### src/rtl/ac_motor_pwm_decoder.sv
// Decodes one phase's PWM line over each carrier period delimited by the lock pulse,
// reporting high time, period length and the signed modulating value 2*high - period.
module ac_motor_pwm_decoder #(
    parameter int CNT_W    = 16,
    parameter int FILT_LEN = 3,
    parameter int TIMEOUT  = 50000
) (
    input  logic             clk,
    input  logic             reset,
    input  logic             pwm_in,
    input  logic             lock,
    output logic             sample_valid,
    output logic [CNT_W-1:0] high_count,
    output logic [CNT_W-1:0] period_count,
    output logic [CNT_W+1:0] value,
    output logic             pwm_filt,
    output logic             timeout
);

    typedef enum logic [1:0] {
        ST_IDLE    = 2'd0,
        ST_MEASURE = 2'd1,
        ST_FAULT   = 2'd2
    } state_t;

    localparam logic [CNT_W-1:0] CNT_MAX = {CNT_W{1'b1}};
    localparam logic [CNT_W-1:0] CNT_ONE = {{(CNT_W-1){1'b0}}, 1'b1};
    localparam logic [CNT_W-1:0] TO_LAST = CNT_W'(TIMEOUT - 1);

    logic sync1_q, sync2_q;
    logic pwm_filt_s;

    // Two-flop synchroniser for the asynchronous PWM line
    always_ff @(posedge clk) begin
        if (reset) begin
            sync1_q <= 1'b0;
            sync2_q <= 1'b0;
        end else begin
            sync1_q <= pwm_in;
            sync2_q <= sync1_q;
        end
    end

    generate
        if (FILT_LEN == 0) begin : g_bypass
            assign pwm_filt_s = sync2_q;
        end else begin : g_filter
            localparam int RUN_W = (FILT_LEN > 1) ? $clog2(FILT_LEN) : 1;
            localparam logic [RUN_W-1:0] RUN_LAST = RUN_W'(FILT_LEN - 1);
            logic [RUN_W-1:0] run_q, run_d;
            logic             filt_q, filt_d;

            // Accept a new level only after it has persisted for FILT_LEN cycles
            always_comb begin
                filt_d = filt_q;
                run_d  = {RUN_W{1'b0}};
                if (sync2_q != filt_q) begin
                    if (run_q == RUN_LAST) begin
                        filt_d = sync2_q;
                        run_d  = {RUN_W{1'b0}};
                    end else begin
                        run_d = run_q + {{(RUN_W-1){1'b0}}, 1'b1};
                    end
                end else begin
                    run_d = {RUN_W{1'b0}};
                end
            end

            // Filter state registers
            always_ff @(posedge clk) begin
                if (reset) begin
                    filt_q <= 1'b0;
                    run_q  <= {RUN_W{1'b0}};
                end else begin
                    filt_q <= filt_d;
                    run_q  <= run_d;
                end
            end

            assign pwm_filt_s = filt_q;
        end
    endgenerate

    state_t           state_q, state_d;
    logic [CNT_W-1:0] high_cnt_q, high_cnt_d;
    logic [CNT_W-1:0] period_cnt_q, period_cnt_d;
    logic             sample_valid_q, sample_valid_d;
    logic [CNT_W-1:0] high_count_q, high_count_d;
    logic [CNT_W-1:0] period_count_q, period_count_d;
    logic [CNT_W+1:0] value_q, value_d;
    logic             timeout_q, timeout_d;
    logic             latch_s;

    // Window FSM, saturating counters and result latch
    always_comb begin
        state_d        = state_q;
        high_cnt_d     = high_cnt_q;
        period_cnt_d   = period_cnt_q;
        latch_s        = 1'b0;
        case (state_q)
            ST_IDLE, ST_FAULT: begin
                high_cnt_d   = {CNT_W{1'b0}};
                period_cnt_d = {CNT_W{1'b0}};
                if (lock) begin
                    // The lock cycle itself is the first cycle of the new window
                    state_d      = ST_MEASURE;
                    high_cnt_d   = {{(CNT_W-1){1'b0}}, pwm_filt_s};
                    period_cnt_d = CNT_ONE;
                end else begin
                    state_d = state_q;
                end
            end
            ST_MEASURE: begin
                if (lock) begin
                    latch_s      = 1'b1;
                    high_cnt_d   = {{(CNT_W-1){1'b0}}, pwm_filt_s};
                    period_cnt_d = CNT_ONE;
                end else if (period_cnt_q >= TO_LAST) begin
                    state_d      = ST_FAULT;
                    high_cnt_d   = {CNT_W{1'b0}};
                    period_cnt_d = {CNT_W{1'b0}};
                end else begin
                    if (period_cnt_q == CNT_MAX) begin
                        period_cnt_d = period_cnt_q;
                    end else begin
                        period_cnt_d = period_cnt_q + CNT_ONE;
                    end
                    if (pwm_filt_s && (high_cnt_q != CNT_MAX)) begin
                        high_cnt_d = high_cnt_q + CNT_ONE;
                    end else begin
                        high_cnt_d = high_cnt_q;
                    end
                end
            end
            default: begin
                state_d      = ST_IDLE;
                high_cnt_d   = {CNT_W{1'b0}};
                period_cnt_d = {CNT_W{1'b0}};
            end
        endcase

        sample_valid_d = latch_s;
        timeout_d      = (state_d == ST_FAULT);
        if (latch_s) begin
            high_count_d   = high_cnt_q;
            period_count_d = period_cnt_q;
            value_d        = {1'b0, high_cnt_q, 1'b0} - {2'b00, period_cnt_q};
        end else begin
            high_count_d   = high_count_q;
            period_count_d = period_count_q;
            value_d        = value_q;
        end
    end

    // State, counter and output registers
    always_ff @(posedge clk) begin
        if (reset) begin
            state_q        <= ST_IDLE;
            high_cnt_q     <= {CNT_W{1'b0}};
            period_cnt_q   <= {CNT_W{1'b0}};
            sample_valid_q <= 1'b0;
            high_count_q   <= {CNT_W{1'b0}};
            period_count_q <= {CNT_W{1'b0}};
            value_q        <= {(CNT_W+2){1'b0}};
            timeout_q      <= 1'b0;
        end else begin
            state_q        <= state_d;
            high_cnt_q     <= high_cnt_d;
            period_cnt_q   <= period_cnt_d;
            sample_valid_q <= sample_valid_d;
            high_count_q   <= high_count_d;
            period_count_q <= period_count_d;
            value_q        <= value_d;
            timeout_q      <= timeout_d;
        end
    end

    assign sample_valid = sample_valid_q;
    assign high_count   = high_count_q;
    assign period_count = period_count_q;
    assign value        = value_q;
    assign pwm_filt     = pwm_filt_s;
    assign timeout      = timeout_q;

endmodule
### config.mk
export PLATFORM = sky130hd
export DESIGN_NAME = ac_motor_pwm_decoder
export DESIGN_NICKNAME = d
export VERILOG_FILES = /design/src/rtl/ac_motor_pwm_decoder.sv
export SDC_FILE = /design/constraint.sdc
export NUM_CORES = 1
export LEC_CHECK = 0
export CAP_MARGIN = 20
export CORE_MARGIN = 1
export CORE_UTILIZATION = 50
export CTS_CLUSTER_SIZE = 20
export DETAILED_ROUTE_END_ITERATION = 12
export GPL_ROUTABILITY_DRIVEN = 0
export GPL_TIMING_DRIVEN = 0
export PLACE_DENSITY = 0.76
export SLEW_MARGIN = 25
export SYNTH_ARGS = -nofsm -noshare
export SYNTH_HDL_FRONTEND = slang
export SYNTH_SLANG_ARGS = --single-unit
### constraint.sdc
create_clock -name clk -period 2.13 [get_ports clk]
set_input_delay 0.3195 -clock clk [delete_from_list [all_inputs] [get_ports clk]]
set_output_delay 0.3195 -clock clk [all_outputs]
set_load 0.1 [all_outputs]
Word-level counts from Yosys, hierarchy flattened. Cells that the tools add are included.

Mux-type cells: 16. Add/subtract/negate cells: 4. Equality and inequality tests: 9. Reduce and logical (&&, ||, !) cells: 5. Bitwise logic cells: 1. $lt $le $gt $ge: 1.

Operators with widths (count): $mux 16 (6); $pmux 16 s2 (2); $add 16x1->16 const B (2); $sub 17x16->18 (1); $eq 16x16->1 const B (1); $ge 16x16->1 const B (1); $ne 16x16->1 const B (1); $ne 4x4->1 const B (2); $eq 2x2->1 const B (3); $mux 2 (3); $mux 1 (4); $pmux 2 s2 (1); $reduce_or 3->1 (1); $add 2x1->2 const B (1); $eq 2x1->1 const B (1); $logic_not 2->1 (1); $reduce_and 2->1 (1); $reduce_or 2->1 (1); $logic_and 1x1->1 (1); $ne 1x1->1 (1); $not 1->1 (1).

Logic and storage cells: 48. Register bits after elaboration: 91. Output and inout port bits: 53. Input bits: 4.

Longest topological paths before layout. Gate-level depths: netlist of run 1.

Depth after elaboration: 6. Gate-level depth with buffers: 10. Gate-level depth less buffers: 9.

Worst setup path after synthesis of run 1. OpenSTA, ideal clock, no wires.

Path kind: flip-flop to flip-flop. Start point: register high_cnt_q[0]. End point: register value_q[12], in the netlist value[12]. Slack: -0.100 ns. Buffers on the path: 0. Stages on the path, launching flop included: 10. Clock period less this slack: 2.230 ns. Data arrival time: 2.111 ns. Library setup time: 0.120 ns. Data required time: 2.010 ns. Path through: dfxtp_1 -> inv_1 -> fa_1 -> nand2b_1 -> a211o_1 -> a21oi_1 -> nor2_1 -> o21ai_1 -> nor4b_1 -> a211o_1.

Cells in the longest elaborated chain, start to end: 1.

Ends and longest elaborated chain: start: declaration (RTL line 85) `logic [CNT_W-1:0] high_cnt_q, high_cnt_d;`; start signal: assignment (RTL line 159) `high_cnt_q <= {CNT_W{1'b0}};`; start signal: assignment (RTL line 168) `high_cnt_q <= high_cnt_d;`; $sub 17x16->18 (RTL line 147) `value_d = {1'b0, high_cnt_q, 1'b0} - {2'b00, period_cnt_q};`; end signal: assignment (RTL line 164) `value_q <= {(CNT_W+2){1'b0}};`; end signal: assignment (RTL line 173) `value_q <= value_d;`; end: declaration (RTL line 90) `logic [CNT_W+1:0] value_q, value_d;`.

Every way passes these cells. A chain may end at the register's enable or synchronous reset.

Final worst setup path of run 1.
Start point: register period_cnt_q[1]. End point: register value_q[12], in the netlist value[12].

Cells in the longest elaborated chain, start to end: 1.

Ends and longest elaborated chain: start: declaration (RTL line 86) `logic [CNT_W-1:0] period_cnt_q, period_cnt_d;`; start signal: assignment (RTL line 160) `period_cnt_q <= {CNT_W{1'b0}};`; start signal: assignment (RTL line 169) `period_cnt_q <= period_cnt_d;`; $sub 17x16->18 (RTL line 147).

Every way passes these cells.

==> metrics list, run 1 <==
- At the worst endpoint, the arrival time is 2.39 ns.
* Synth Warn #: 0
- The number of failing hold endpoints at the final stage came to 0.
- The critical path contains buffers and inverters numbering 0 combined.
- Detailed-route wire length per cell: 15.6 µm
- In the routed layout, each cell is associated on average with a via count of 5.64.
* Vias in the first global route: 3766
- Post-synthesis instance area: 0.00439 mm²
- The final route contains 4092 vias.
- The repair_antennas step left the layout with diodes totalling 0.
* CP max stage cell: sky130_fd_sc_hd__fa_2
* Clock insertion delay at the later pin of the skew report: 0.37 ns
* Port buffer count: 55
- The first global-routing pass estimated 17900 µm of wire.
- Height of the chip: 95.7 µm
- Signed area change from the synthesized netlist to the final layout: 24.4%
- CTS HTree Levels: 3
- Dominant delay contributor by cell family on the critical path: compound AO/OA/AOI/OAI gates
* Most instantiated flip-flop cell in the synthesis netlist: sky130_fd_sc_hd__dfxtp_1
* Gr usage total: 25.8%
- IO Count: 57
- Final net count: 639
- Registers take 0.00183 mm².
* Measured slew at the worst slew-check pin: 0.964 ns
- Floorplan Core Area: 0.00834 mm²
- HPWL reported at the end of detailed placement: 7890 µm
- Post-Route WL: 11300 µm
- Share of synthesized area occupied by flip-flops and latches: 41.1%
* WS Path Type: reg -> reg
* Total Power Consumption: 3.24 mW
- CTS tree: done
- CP max FO: 5
* CTS Root Buffer Type: sky130_fd_sc_hd__clkbuf_8
- Fraction of layout instances using a drive strength above 1: 13.8%
* Die W: 95.7 µm
- Measured against its own limit, the worst slew margin works out to 36.0%.
* Non-Filler Instances: 726
- Ratio of final minimum period to clock period: 100%
- In the routed design, unresolved DRC markers number 0.
- In this run the static leakage power is 2.23 nW.
- Initial Utilization: 52.6%
* Post-synth net total: 567
- Counting stages on the worst path, the most repeated cell is sky130_fd_sc_hd__a211o_1.
- Overflow after GRT: 0
- Largest stage delay on the critical path: 0.39 ns
- Outcome: complete, but fails checks
* Pins Over Slew Limit: 0
- IR analysis of the VDD net gives a maximum drop of 0.376 mV.
- After synthesis the netlist holds a flip-flop and latch count of 90.
- Violated checks: setup timing
- Number of setup violations in the final report: 1
* Synth async-reset ratio: 0%
- Synth unique cells: 61
- The worst setup path is captured at a register.
- For this design the ratio of total power to cell area is 593 mW/mm².
- The first detailed-routing pass took 5 iterations.
- Setup repair after global routing missed its margin: true
* Number of hold-repair buffers added at the cts stage: 0
- Minimum hold slack: 0.350 ns
* CTS buffer count: 9
- Dividing the synthesized area by the synthesized cell count gives 8.06 µm².
- Area of the multi-input gates: 0.00255 mm²
- In this run the core area contains 33 standard-cell rows.
- The synthesized design contains 0 enable-type register cells.
- For this block, the initial DRC count from the detailed router was 218.
* Post-route clock skew: 0.00653 ns
- Post-Synthesis Cells: 544
* Fill cell instance count of the final layout: 731
- Once routing completed, OpenROAD measured the worst setup slack at -0.00123 ns.
* Critical path startpoint category: register
* Number of cells in the design after placement: 704
- The tool flagged a number of max-cap violations equal to 0.
- The clock passes through at most 2 buffers.
- Shortest clock period the worst path allows after layout: 2.13 ns
* Peak clock frequency supported by timing: 0.469 GHz
* Count of antenna-violating nets left after detailed routing: 0
* Number of antenna violations at the first check in global routing: 0
- Clock transition at the registers of the reported paths: 0.09 ns
- The min-delay analysis places its worst path in the category in -> reg.
- The die covers 0.00915 mm².
- Largest net degree at the start of global routing: 17
- The tree built by TritonCTS fans out to 90 sinks.
* Cell chain of the critical path: fa_2 > nand2b_4 > a211o_1 > a21oi_4 > nor2_4 > o21ai_2 > nor4b_2 > a211o_1
* Req. time, crit path: 2.39 ns
[layout make-up]
| class | count | area share (%) |
|---|---|---|
| multi-input combinational | 404 | 46.7 |
| sequential | 90 | 33.6 |
| timing repair buffer | 61 | 9.70 |
| clock buffer | 10 | 2.73 |
| buffer | 26 | 2.43 |
| tap | 105 | 2.41 |
| inverter | 24 | 1.65 |
| clock inverter | 6 | 0.825 |
[sequential cells by signal, indices dropped and copies added, names as in the netlist, 2 cells and up]
signal          flops
g_filter.run_q      2
state_q             2
high_count         16
value              17
period_cnt_q       16
high_cnt_q         16
period_count       16
[worst reg2reg max path: stages (launching register included)]
cell and delay [ns]:
sky130_fd_sc_hd__dfxtp_2 0.36, sky130_fd_sc_hd__fa_2 0.39, sky130_fd_sc_hd__nand2b_4 0.16, sky130_fd_sc_hd__a211o_1 0.34, sky130_fd_sc_hd__a21oi_4 0.19, sky130_fd_sc_hd__nor2_4 0.06
sky130_fd_sc_hd__o21ai_2 0.22, sky130_fd_sc_hd__nor4b_2 0.07, sky130_fd_sc_hd__a211o_1 0.24
[layout by cell type, fill, tap and decap left out, types with 4 or more instances in the layout]
cell                              n
sky130_fd_sc_hd__nand2_1        104
sky130_fd_sc_hd__dfxtp_1         76
sky130_fd_sc_hd__a21oi_1         56
sky130_fd_sc_hd__dlygate4sd2_1   53
sky130_fd_sc_hd__nor2_1          49
sky130_fd_sc_hd__inv_1           22
sky130_fd_sc_hd__nor3_1          16
sky130_fd_sc_hd__clkbuf_1        15
sky130_fd_sc_hd__nand3_1         13
sky130_fd_sc_hd__xor2_1          13
sky130_fd_sc_hd__nand4_1          9
sky130_fd_sc_hd__xnor2_1          9
sky130_fd_sc_hd__o21ai_0          9
sky130_fd_sc_hd__ha_1             9
sky130_fd_sc_hd__clkbuf_8         9
sky130_fd_sc_hd__dfxtp_2          9
sky130_fd_sc_hd__and3_1           8
sky130_fd_sc_hd__nor3b_1          7
sky130_fd_sc_hd__nand2b_1         7
sky130_fd_sc_hd__buf_4            7
sky130_fd_sc_hd__a21oi_2          6
sky130_fd_sc_hd__a21o_1           6
sky130_fd_sc_hd__ha_4             6
sky130_fd_sc_hd__a211oi_1         5
sky130_fd_sc_hd__dfxtp_4          5
sky130_fd_sc_hd__and4_1           4
sky130_fd_sc_hd__o211ai_1         4
sky130_fd_sc_hd__nor2b_1          4
sky130_fd_sc_hd__mux2i_1          4
[cells in the mapped netlist (all sizes together) (4+ instances only)]
library cell / count / share of area (%)
nand2: 104 / 8.9
dfxtp: 90 / 41
a21oi: 63 / 7.3
nor2: 50 / 4.3
inv: 24 / 2.1
ha: 18 / 5.1
nor3: 17 / 2.1
clkbuf: 16 / 1.4
nand3: 14 / 1.6
o21ai: 14 / 1.6
xor2: 13 / 2.6
buf: 10 / 1.4
nand4: 9 / 1.3
xnor2: 9 / 1.8
and3: 8 / 1.1
nand2b: 8 / 1.1
nor3b: 7 / 1.2
a211oi: 6 / 1.1
a21o: 6 / 1.0
and4: 5 / 1.1
o211ai: 5 / 0.97
mux2i: 4 / 0.91
nor2b: 4 / 0.57
[report_power, final]
group          total [mW]  internal (mW)  switching [mW]
Clock                1.15          0.506           0.649
Combinational       0.370         0.0983           0.272
Sequential           1.71           1.70          0.0132
Total                3.24           2.30           0.934
[timing repair]
item	CTS	global route
buffers inserted	4	2
pin swaps	4	12
endpoints found under the setup margin	63	42
gates resized for setup	77	30
[cell families (layout without fill, tap and decap cells)]
group	after synthesis	after routing	share of synthesized area (%)
AOI/OAI and AO/OA	114	114	16.1
adders and majority gates	19	19	5.59
and+or+nand+nor	245	245	27.1
xor gates and xnor gates	22	22	4.39
muxes	4	4	0.913
buffers and inverters	50	127	4.85
DFF	90	90	41.1
[path summary, 6_finish.rpt]
kind                     start                end  slack (ns)  cells past startpoint
min reg2reg  g_filter.run_q[0]  g_filter.run_q[0]        0.41                      1
max reg2reg    period_cnt_q[1]          value[12]      -0.001                      8
max            period_cnt_q[1]          value[12]      -0.001                      8
min                      reset       sample_valid        0.35                      2
[through the flow]
stage               area [µm²]  setup WS, ns  utilization, %  setup TNS, ns
global placement          5080        -0.262            61.0          -4.63
floorplan                 4400       0.00205               -              0
global route              5460       -0.0741            65.4         -0.538
CTS                       5330       0.00416            63.8              0
finish                    5460      -0.00123            65.4       -0.00123
detailed placement        5080        -0.306            61.0          -6.82
[layer usage]
metal	up-vias	share of wire (%)	track usage (%)	wire, µm
li1	2014	-	-	-
met1	1918	45	32.8	5140
met2	138	45	42.1	5140
met3	22	6.2	5.82	706
met4	0	3.2	10.6	361
met5	-	0	0	0
No activity file was read; power rests on OpenSTA's default activity.
==> run 2, diff against run 1 <==
CORE_ASPECT_RATIO = 1.2   (was default)
==> run 2 against run 1 <==
The run still ends with setup timing left; largest cell class unchanged; highest routed layer unchanged; global-route usage fell by 0.73 points; first-iteration DRC count up 52%; power is 2.5% higher; design area grew 0.87%; fmax down 0.17%; via count grew 1.8%; clock power is 8% higher; sequential cell count is the same; non-clock buffer count up 2.
==> metrics list, run 2 (synthesis gave the netlist of run 1 again) <==
- CTS tree: done
* First-pass GRT wire length: 17800 µm
- Excluding fillers, the count of instances in the completed layout stands at 740.
* Fraction of layout instances using a drive strength above 1: 14.9%
- The number of antenna diodes in the final layout is 0.
- Clock Power Share: 37.5%
- Detailed placement ended at an HPWL of 7840 µm.
* Core Util, Final: 64.3%
- After detailed routing, the number of remaining DRC violations is 0.
- The number of antenna violations at the first check in global routing is 0.
- Height of the chip: 105 µm
* Slew Limit Headroom: 35.4%
- Net switching is 26.8% of the power.
* Peak clock frequency supported by timing: 0.468 GHz
- Number of cells in the design after placement: 716
- Number of setup violations in the final report: 1
* Commonest cells after routing, fill and taps aside: sky130_fd_sc_hd__nand2_1, sky130_fd_sc_hd__dfxtp_1, sky130_fd_sc_hd__a21oi_1, sky130_fd_sc_hd__dlygate4sd2_1, sky130_fd_sc_hd__nor2_1
- The worst setup path is captured at a register.
* Leakage Power: 2.25 nW
- Grouping stages by cell kind, the critical path spends the most delay in compound AO/OA/AOI/OAI gates.
- Flip-flop count of the largest register, all copies and words added: 17
* Die W: 87.5 µm
- The final-report max-slew violation count was 0.
* Setup repair after global routing missed its margin: true
- Power Dens Cells: 603 mW/mm²
- Vias in the first global route: 3773
* Number of cells on the worst hold path: 2
- Final net count: 641
- Port buffer count: 55
* Overflow after GRT: 0
- The clock reaches the later pin of the worst-skew pair after 0.37 ns.
- Floorplan Core Area: 0.00856 mm²
* Detailed-route via count: 4166
* Final hold violations: 0
- In this run the core area contains 37 standard-cell rows.
- For the finished layout, the period the worst path requires is 2.13 ns.
* Post-route clock skew: 0.00984 ns
* Largest stage delay on the critical path: 0.39 ns
- The clock net in this run drives a total of 90 sinks.
* CP max stage cell: sky130_fd_sc_hd__fa_2
- Initial Utilization: 51.2%
- After layout, the worst setup slack is -0.00497 ns.
- The checks that failed: setup timing.
- From synthesis to final layout, the design area changed by 25.5%.
- The worst hold path belongs to the class in -> reg.
* Leading cell type in the layout, fill and taps excluded: sky130_fd_sc_hd__nand2_1
- The share of total power dissipated in combinational logic is 11.0%.
* CTS HTree Levels: 3
- Ratio of final minimum period to clock period: 100%
- Entering global routing, the biggest net connects 15 pins.
- Across the VDD grid, the largest voltage drop is 0.349 mV.
- Number of hold-repair buffers added at the cts stage: 0
- CTS buffer count: 9
* Count of antenna-violating nets left after detailed routing: 0
- The worst setup path is of the reg -> reg kind.
- The final layout contains routed wiring with a total length of 11500 µm.
- The first TritonRoute pass finished after 6 iterations.
- Outcome: complete, but fails checks
* CP max FO: 4
* Number of maximum-capacitance constraint violations: 0
* Cell count along the critical path: 8
- The cell sitting at the root of the clock tree is a sky130_fd_sc_hd__clkbuf_8.
- Cell chain of the critical path: fa_2 > nand2b_4 > a211o_1 > a21oi_2 > o211ai_1 > a21o_1 > o22ai_2 > a221oi_2
- In this run the power spent charging and discharging nets is 890 µW.
* Internal power: 2.43 mW
* Detailed-route wire length per cell: 15.5 µm
- Proportion of power drawn by flip-flops and latches: 51.5%
- At the pin with the least slew margin, the transition time is 0.973 ns.
- The critical path contains buffers and inverters numbering 0 combined.
* Critical path startpoint category: register
- Clock-pin slew was measured on the worst setup and hold paths at 0.09 ns.
- At the worst endpoint, the arrival time is 2.36 ns.
- During I/O placement, the number of pins put on the boundary was 57.
- Max Buffers Root-to-Sink: 2
- Total Power Consumption: 3.32 mW
- Initial detailed-routing violation count: 332
* Dpl ws: -0.237 ns
* Gr usage total: 25.1%
- Measured in cells, the most critical reg-to-reg path has a length of 8.
- Via count normalized by instance count: 5.63
- Counting the fill cells in the layout gives 720.
* Req. time, crit path: 2.36 ns
- Die area: 0.00915 mm²
## run 2: cell types whose count changed in the layout (fill, tap and decap cells not counted), sizes merged
| cell | before | now |
|---|---|---|
| buf | 15 | 18 |
| inv | 27 | 24 |
| bufinv | 0 | 1 |
| clkbuf | 27 | 28 |
## run 2: layer usage
metal / track usage (%) / share of wire, % / vias up
met3: 3.87 / 6.2 / 18
met4: 13.7 / 2.6 / 0
li1: - / - / 2029
met5: 0 / 0 / -
met1: 32.8 / 42 / 1958
met2: 39.2 / 49 / 161
## run 2: worst paths after layout
path	startpoint	endpoint	slack, ns
min reg2reg	g_filter.run_q[0]	g_filter.run_q[0]	0.41
min	reset	sample_valid	0.35
max	period_cnt_q[1]	value[16]	-0.005
max reg2reg	period_cnt_q[1]	value[16]	-0.005
## run 2: worst register-to-register path, stage by stage (launching register included)
cell and delay (ns):
sky130_fd_sc_hd__dfxtp_4 0.38, sky130_fd_sc_hd__fa_2 0.39, sky130_fd_sc_hd__nand2b_4 0.15, sky130_fd_sc_hd__a211o_1 0.30, sky130_fd_sc_hd__a21oi_2 0.20, sky130_fd_sc_hd__o211ai_1 0.15, sky130_fd_sc_hd__a21o_1 0.22, sky130_fd_sc_hd__o22ai_2 0.14
sky130_fd_sc_hd__a221oi_2 0.08
## run 2: power groups by stage
stage / logic [mW] / clock network (mW) / registers, mW
final: 0.366 / 1.24 / 1.71
after global routing: 0.390 / 1.32 / 1.71
after detailed placement: 0.354 / 0 / 1.76
after global placement: 0.349 / 0 / 1.76
after CTS: 0.355 / 1.25 / 1.71
after floorplan: 0.148 / 0 / 1.88
## run 2: cell type report
cell class                 instances  area, µm²  area share, %
tap                              117        146           2.66
clock buffer                      12        165           3.00
buffer                            26        133           2.41
sequential                        90       1840           33.4
multi-input combinational        404       2540           46.1
timing repair buffer              63        544           9.89
clock inverter                     4       48.8          0.886
inverter                          24       90.1           1.64
## run 2: per-stage QoR
stage,instance area (µm²),hold slack [ns],setup TNS [ns]
2_1_floorplan,4400,0.391,0
3_3_place_gp,5100,0.401,-4.51
3_5_place_dp,5100,0.405,-5.62
4_1_cts,5360,0.332,0
5_1_grt,5510,0.380,-0.229
6_report,5510,0.345,-0.00497
## run 2: timing repair
item                       CTS  global route
setup buffers                5             3
pin swaps                    7             5
setup endpoints to repair   62            42
resized for setup           75            39
==> run 3, diff against run 2 <==
CORE_UTILIZATION = 40   (was 50)
PLACE_DENSITY = default   (was 0.76)
==> run 3 against run 2 <==
The run now ends clean; global-route usage is 4.1 points lower; setup slack gained 0.049 ns; wire length increased by 0.75%; count of clock-buffer cells in the layout down 1; largest power group unchanged.
==> metrics list, run 3 (synthesis gave the netlist of run 1 again) <==
- Number of antenna violations at the first check in global routing: 0
- Final hold analysis gives a worst-case slack of 0.374 ns.
- Leading cell type in the layout, fill and taps excluded: sky130_fd_sc_hd__nand2_1
- Reg-to-reg slack, setup: 0.04 ns
- Clock latency on the worst-skew pair, taken at its later pin, is 0.34 ns.
* Total Power Consumption: 3.64 mW
* Largest net degree at the start of global routing: 15
* Antenna Diode Count: 0
- Final hold violations: 0
- Measured against its own limit, the worst slew margin works out to 34.7%.
- Standard-cell row count: 41
- CP max stage cell: sky130_fd_sc_hd__clkdlybuf4s50_1
* Signed area change from the synthesized netlist to the final layout: 29.4%
* Worst vdd rail ir drop: 0.435 mV
* Layout Cell Area excl Fill: 0.00568 mm²
- The first global-routing pass estimated 18700 µm of wire.
- Launch instance of the worst min-delay path: reset
- The first detailed-routing pass ran for 4 iterations.
- In this run the critical register-to-register path is launched from high_cnt_q[0].
* Initial detailed-routing violation count: 113
* Die area: 0.0114 mm²
- For the final database, setup skew stands at 0.00581 ns.
- The tree is rooted in a sky130_fd_sc_hd__clkbuf_16.
- Number of clock sinks: 90
- Detailed-route wire length per cell: 15.3 µm
* Final worst-path setup slack: 0.0440 ns
- Largest stage delay on the critical path: 1.12 ns
- CTS tree: done
- Across the run, the number of max-cap violations was 0.
- Leaving out fill and tap cells, the most frequent cells in the layout are sky130_fd_sc_hd__nand2_1, sky130_fd_sc_hd__dfxtp_1, sky130_fd_sc_hd__a21oi_1, sky130_fd_sc_hd__nor2_1, sky130_fd_sc_hd__dlygate4sd2_1.
- Height of the chip: 117 µm
- Via count normalized by instance count: 5.36
- After the last flow step, the layout net total stands at 643.
* Detailed-route via count: 4044
- Sink of the worst hold path: sample_valid
- The worst setup path is launched from a register.
* Worst path arrival time: 1.77 ns
- The via count of the first global-routing pass is 3782.
- The number of buffers and inverters on the critical path is 1.
* IO Count: 57
- Max Buffers Root-to-Sink: 2
- The final-report max-slew violation count came to 0.
- The floorplan step defined a core boundary enclosing 0.0106 mm².
- Setup repair after global routing missed its margin: true
- Peak clock frequency supported by timing: 0.479 GHz
- In this design, the largest share of critical-path delay is due to buffers and inverters.
* Initial Utilization: 41.5%
* Number of setup violations in the final report: 0
- Flip-flop count of the largest register, all copies and words added: 17
* Power Dens Cells: 641 mW/mm²
- Die W: 97.6 µm
- The tightest min-delay check is of the in -> reg type.
* HPWL reported at the end of detailed placement: 8410 µm
* Element type at the critical path end: output port
- Req. time, crit path: 1.81 ns
* DRC violations left: 0
- Overflow after GRT: 0
- Post-Route WL: 11500 µm
- Dpl ws: -0.373 ns
- Number of cells on the worst hold path: 2
- Setup_tns: 0 ns
- Clock-pin slew was measured on the worst setup and hold paths at 0.06 ns.
- Gr usage total: 21.0%
* Leakage Power: 2.43 nW
- Path depth of the worst reg2reg path: 9
- CTS HTree Levels: 3
- The post-route netlist has 15.5% of its cells at a drive strength greater than 1.
- In this run the tool buffered the top-level ports with 55 buffer cells.
* End of the worst register-to-register path: value[12]
* CTS buffer count: 9
* Measured slew at the worst slew-check pin: 0.977 ns
* Placed cell areas: 0.00511 mm²
- Outcome: completed
- CP max FO: 1
- The worst path in the final design needs a cycle of 2.09 ns, including I/O delays and setup.
- Once detail routing completed, the nets flagged for antenna violations numbered 0.
* Cell chain of the critical path: clkdlybuf4s50_1
* WS Path Type: reg -> out
- Of the available clock period, the critical path in the final layout requires 97.9%.
run 3: cell count changes in the layout (fill, tap and decap cells not counted), moves of 2 or more:
cell	previous run	this run
sky130_fd_sc_hd__clkbuf_2	3	1
sky130_fd_sc_hd__dlymetal6s2s_1	0	10
sky130_fd_sc_hd__clkinvlp_4	0	2
sky130_fd_sc_hd__dlygate4sd2_1	53	42
sky130_fd_sc_hd__inv_1	21	19
sky130_fd_sc_hd__dfxtp_2	7	9
sky130_fd_sc_hd__clkbuf_1	13	17
sky130_fd_sc_hd__inv_2	3	5
sky130_fd_sc_hd__buf_4	9	11
sky130_fd_sc_hd__clkbuf_16	0	9
sky130_fd_sc_hd__a21oi_2	6	4
sky130_fd_sc_hd__clkbuf_8	12	0
run 3: cell type report:
class                   instances  area [µm²]
plain buffers                  26         131
fillers                      1026        4890
multi-input cells             404        2570
clock buffers                  11         233
inverters                      24        90.1
clock inverters                 5        55.1
well taps                     129         161
repair buffers                 65         598
flip-flops and latches         90        1840
run 3: what timing repair did:
item	CTS	global route
pin swaps	7	14
buffers inserted	3	7
endpoints found under the hold margin	0	0
gates resized for setup	70	48
endpoints found under the setup margin	55	50
hold buffers	0	0
run 3: worst max-delay path by stage:
stage                           endpoint  slack (ns)  depth (start not counted)            start
after floorplan                value[12]       0.002                          9    high_cnt_q[0]
after global placement    high_count[14]       -0.36                          6             lock
after detailed placement        value[5]       -0.37                          6             lock
after CTS                  high_count[2]      0.0003                          1    high_count[2]
after global routing           value[13]       -0.02                          7  period_cnt_q[1]
final                       sample_valid        0.04                          1     sample_valid
run 3: per-stage QoR:
step	cells	util (%)
3_3_place_gp	728	48.4
5_1_grt	754	53.7
2_1_floorplan	544	-
4_1_cts	747	51.8
3_5_place_dp	728	48.4
6_report	754	53.7
run 3: layer usage:
metal,vias up,GRT usage (%),routed length [µm]
met3,22,3.11,430
met2,93,34.6,5320
met1,1898,25.9,5400
li1,2031,-,-
met5,-,0,0
met4,0,13.1,391
run 3: power by group:
part / internal, mW / leakage [nW] / switching, mW
registers: 1.70 / 0.738 / 0.0134
logic: 0.0998 / 1.55 / 0.268
clock network: 0.905 / 0.136 / 0.652
total: 2.70 / 2.43 / 0.934
